**config.mk**
```make
export PLATFORM = sky130hd
export DESIGN_NAME = regfile_scoreboard
export DESIGN_NICKNAME = d
export VERILOG_FILES = /design/src/rtl/regfile_scoreboard.sv
export SDC_FILE = /design/constraint.sdc
export NUM_CORES = 2
export LEC_CHECK = 0
export ABC_AREA = 0
export CAP_MARGIN = 10
export CORE_UTILIZATION = 55
export CTS_CLUSTER_DIAMETER = 30
export DETAILED_ROUTE_END_ITERATION = 7
export PLACE_DENSITY_LB_ADDON = 0.15
export SLEW_MARGIN = 40
export SYNTH_ARGS = -nofsm -noshare
export SYNTH_HDL_FRONTEND = slang
export SYNTH_SLANG_ARGS = --single-unit
```
**constraint.sdc**
```tcl
create_clock -name clock -period 55 [get_ports clock]
set_input_delay 5.5 -clock clock [delete_from_list [all_inputs] [get_ports clock]]
set_output_delay 5.5 -clock clock [all_outputs]
set_load 0.01 [all_outputs]
```
**src/rtl/regfile_scoreboard.sv**
```systemverilog
// regfile_scoreboard: DEPTH x WIDTH register file with a per-register busy
// scoreboard. Decode reads two registers (with busy flags) and claims a
// destination; writeback writes a register and releases its busy bit.
//
// Ports:
//   clock, reset           rising-edge clock, async active-high reset
//   clear                  synchronous clear of data, busy bits and busy_count
//   rd_sel1/2              read addresses
//   rd_data1/2, rd_busy1/2 combinational read data and busy flags
//   we, wr_sel, wr_data    write port (also releases the busy bit)
//   claim, claim_sel       mark a register busy
//   busy_count             registered popcount of the busy vector
//
// Optional build macro: REGFILE_BYPASS_EN enables write-through bypass on the
// read ports. When it is undefined, reads show stored state only.

module regfile_scoreboard #(
    parameter int unsigned WIDTH    = 32,
    parameter int unsigned DEPTH    = 32,
    parameter int unsigned ZERO_REG = 1
) (
    input  logic                       clock,
    input  logic                       reset,
    input  logic                       clear,
    input  logic [$clog2(DEPTH)-1:0]   rd_sel1,
    input  logic [$clog2(DEPTH)-1:0]   rd_sel2,
    output logic [WIDTH-1:0]           rd_data1,
    output logic [WIDTH-1:0]           rd_data2,
    output logic                       rd_busy1,
    output logic                       rd_busy2,
    input  logic                       we,
    input  logic [$clog2(DEPTH)-1:0]   wr_sel,
    input  logic [WIDTH-1:0]           wr_data,
    input  logic                       claim,
    input  logic [$clog2(DEPTH)-1:0]   claim_sel,
    output logic [$clog2(DEPTH):0]     busy_count
);

    localparam int unsigned AW = $clog2(DEPTH);
    localparam int unsigned CW = AW + 1;

    logic [WIDTH-1:0] r_regs [DEPTH];
    logic [DEPTH-1:0] r_busy;
    logic [CW-1:0]    r_busy_count;

    logic             w_we_ok;
    logic             w_claim_ok;
    logic [DEPTH-1:0] w_busy_nxt;
    logic [CW-1:0]    w_count_nxt;

    // Register 0 is untouchable when hardwired to zero.
    assign w_we_ok    = we    && !((ZERO_REG != 0) && (wr_sel    == AW'(0)));
    assign w_claim_ok = claim && !((ZERO_REG != 0) && (claim_sel == AW'(0)));

    // Next busy vector: release on write, then set on claim so a same-register
    // claim wins over the release.
    always_comb begin
        w_busy_nxt = r_busy;
        if (w_we_ok) begin
            w_busy_nxt[wr_sel] = 1'b0;
        end
        if (w_claim_ok) begin
            w_busy_nxt[claim_sel] = 1'b1;
        end
        if (clear) begin
            w_busy_nxt = '0;
        end
    end

    // Popcount of the next busy vector keeps busy_count exact by construction.
    always_comb begin
        w_count_nxt = '0;
        for (int unsigned i = 0; i < DEPTH; i++) begin
            w_count_nxt = w_count_nxt + CW'(w_busy_nxt[i]);
        end
    end

    // Data storage.
    always_ff @(posedge clock or posedge reset) begin
        if (reset) begin
            for (int unsigned i = 0; i < DEPTH; i++) begin
                r_regs[i] <= '0;
            end
        end else if (clear) begin
            for (int unsigned i = 0; i < DEPTH; i++) begin
                r_regs[i] <= '0;
            end
        end else if (w_we_ok) begin
            r_regs[wr_sel] <= wr_data;
        end
    end

    // Scoreboard state.
    always_ff @(posedge clock or posedge reset) begin
        if (reset) begin
            r_busy       <= '0;
            r_busy_count <= '0;
        end else begin
            r_busy       <= w_busy_nxt;
            r_busy_count <= w_count_nxt;
        end
    end

    assign busy_count = r_busy_count;

    // Read port 1.
    always_comb begin
        rd_data1 = r_regs[rd_sel1];
        rd_busy1 = r_busy[rd_sel1];
`ifdef REGFILE_BYPASS_EN
        if (w_we_ok && (wr_sel == rd_sel1)) begin
            rd_data1 = wr_data;
            rd_busy1 = w_claim_ok && (claim_sel == rd_sel1);
        end
`endif
        if (((ZERO_REG != 0) && (rd_sel1 == AW'(0))) || reset) begin
            rd_data1 = '0;
            rd_busy1 = 1'b0;
        end
    end

    // Read port 2.
    always_comb begin
        rd_data2 = r_regs[rd_sel2];
        rd_busy2 = r_busy[rd_sel2];
`ifdef REGFILE_BYPASS_EN
        if (w_we_ok && (wr_sel == rd_sel2)) begin
            rd_data2 = wr_data;
            rd_busy2 = w_claim_ok && (claim_sel == rd_sel2);
        end
`endif
        if (((ZERO_REG != 0) && (rd_sel2 == AW'(0))) || reset) begin
            rd_data2 = '0;
            rd_busy2 = 1'b0;
        end
    end

endmodule

```
==> out/results.txt <==
Via-to-Cell Ratio -> 6.94
register-to-register setup slack -> 49.88 ns
GP Congestion -> 0.922
core footprint -> 108000 sq um
clk_lat worst skew -> 0.82 ns
Final Max Tran Viols -> 0
DRT Wirelength -> 252 mm
CTS Hold Bufs -> 0
Final min period -> 15.00 ns
post_cts resized -> 0
met3 WL -> 41.2 mm
unrepaired setup endpoints after global routing -> false
initial antenna violation count -> 12
post-synthesis cell count -> 6593
Post-CTS Setup Inserts -> 0
Async SR Flop Fraction -> 100%
H-tree lvl count -> 4
largest net degree at the start of global routing -> 124
commonest non-fill, non-tap cells in the layout -> 2112 x nand2_1, 1098 x a21oi_1, 1062 x dfrtp_1, 612 x mux2i_1, 319 x a22oi_1
clock-pin slew on the worst setup and hold paths -> 0.05 ns
Sequential Area -> 26600 sq um
Final Cycle Share -> 27.3%
Ys Warns -> 0
routed len/inst -> 31.2 um
Met2 Wirelength -> 103 mm
reg2reg end -> busy_count[4]
GRT Util Overall -> 45.3%
die area -> 111000 sq um
Area growth syn-to-layout -> 16.9%
slowest stage cell, crit path -> nor3b_4
Hold Crit Class -> register to register
Crit path buffers/inverters -> 4
hold path start -> r_regs[1023]
CP endpoint kind -> output port
Worst Path Max Fanout -> 15
CTS Root Cell -> clkbuf_16
number of global-route vias before repair -> 53.5k
f_max -> 66.7 MHz
leakage -> 29.2 nW
max incr delay on CP -> 0.83 ns
most common cell after layout, fill and taps aside -> nand2_1
Worst EP required -> 49.50 ns
Mapped Avg Cell Area -> 9.11 sq um
Most used DFF post-synth -> dfrtp_1
Post-DRT Antenna Nets -> 0
Layout Nets -> 6561
CTS tree -> done
R2R Path Start -> r_busy[3]
total gr overflow -> 0
Max Used Layer -> met5
Initial DRT Pass Iterations -> 8
maximum root-to-sink buffer count -> 3
Fin. Hold Viols -> 0
TritonCTS Sinks -> 1062
CP cell instances -> clkdlybuf4s50_1 > nor3_2 > buf_4 > nor3b_4 > buf_4 > a22oi_1 > nand4_1 > clkdlybuf4s50_1
fillers -> 8608
syn_nets -> 6681
Die X -> 333 um
area of the multi-input gates -> 30600 sq um
row cnt -> 120
total CTS buffers -> 234
DRC violations left -> 4
Initial Util -> 55.8%
layout cells sized above 1 -> 13.8%
Final setup violation count -> 0
startpoint types -> primary input
Worst-Margin Slew -> 1.03 ns
flops & latches, synth -> 1062
Vias -> 56.1k
CP top delay family -> buffers and inverters
die height -> 333 um
input/output buffers -> 128
Final HPWL DP -> 137 mm
met1 wire length -> 91.2 mm
Peak VDD IR -> 0.0381 mV
Hold Path Stages -> 1
first-pass GRT wire length -> 366 mm
register area share after synthesis -> 44.2%
setup TNS -> 0 ns
Distinct cells, synth -> 56
Slew headroom -> 31.6%
Max Cap Viol -> 0
post-synthesis cell area -> 60100 sq um
Worst Skew -> 0.00639 ns
status -> finished with violations
1st-iter DRT viols -> 9777
Ports -> 129
R2R cell count -> 15
Post-synth EDFFs -> 0
CP arrival -> 9.50 ns
Power Dens Cells -> 34.7 nW/um^2
WS Path Type -> primary input to output port
fin util -> 65.3%
failing checks -> DRC
Min-Delay Endpoint -> r_regs[1023]
==> Yosys cell counts, types with 35 or more instances <==
cell      number  share of area, %
nand2_1     2136                13
a22oi_1      319               4.0
clkbuf_1     305               1.9
dfrtp_1     1062                44
mux4_2       222               8.3
buf_4         50              0.62
buf_2        263               2.2
inv_1         35              0.22
nand4_1       67              0.70
nand3_1      151               1.3
a21oi_1     1098               9.1
nor2b_1       45              0.47
mux2i_1      612                10
==> state kept, by name (all words and copies together) (netlist names) <==
signal / flops
r_regs: 1024
r_busy: 32
busy_count: 6
==> report_power, final <==
group / internal [W] / switching (W)
Combinational: 0.0000498 / 0.000131
Clock: 0.000987 / 0.000480
Sequential: 0.000789 / 0.00000465
==> routing by layer <==
| layer | vias to the layer above | track usage (%) |
|---|---|---|
| li1 | 22700 | - |
| met3 | 1051 | 18.5 |
| met5 | - | 0 |
| met2 | 4847 | 61.6 |
| met1 | 27500 | 60.4 |
| met4 | 12 | 27.0 |
==> metrics by stage <==
step	hold slack [ns]	setup WS, ns	power, W	instances	area [sq um]
2_1_floorplan	0.469	19.27	0.000914	6593	60100
3_3_place_gp	0.492	39.94	0.000975	7628	61600
3_5_place_dp	0.506	40.01	0.000978	7636	61800
4_1_cts	0.521	40.01	0.00243	8072	70100
5_1_grt	0.544	40.06	0.00249	8076	70200
6_report	0.519	40.00	0.00244	8092	70300
==> worst max-delay path by stage <==
stage          startpoint             to  slack [ns]  cells past startpoint
4_1_cts        rd_sel1[2]   rd_data1[22]       40.01                      9
6_report            reset   rd_data2[31]       40.00                      8
5_1_grt             reset   rd_data2[31]       40.06                      8
3_3_place_gp   rd_sel2[0]    rd_data2[4]       39.94                      7
2_1_floorplan       reset  busy_count[0]       19.27                      2
3_5_place_dp   rd_sel1[2]   rd_data1[22]       40.01                      9
==> final cells by class <==
type / instances / area share [%]
clock inverter: 144 / 2.60
antenna: 16 / 0.0570
inverter: 35 / 0.205
multi-input combinational: 4844 / 43.6
tap: 1403 / 2.50
timing repair buffer: 296 / 4.02
sequential: 1062 / 37.8
clock buffer: 292 / 9.19
==> cells by family after synthesis <==
group / Yosys count / share of synthesized area, %
AND/OR/NAND/NOR: 2509 / 17.2
AO/OA/AOI/OAI: 1467 / 13.8
flip-flops: 1062 / 44.2
multiplexers: 834 / 18.5
buffers and inverters: 687 / 5.30
adder cells (fa/ha/maj): 31 / 0.945
XOR/XNOR: 3 / 0.0437
Note: power is estimated with default switching activity, not from simulation.
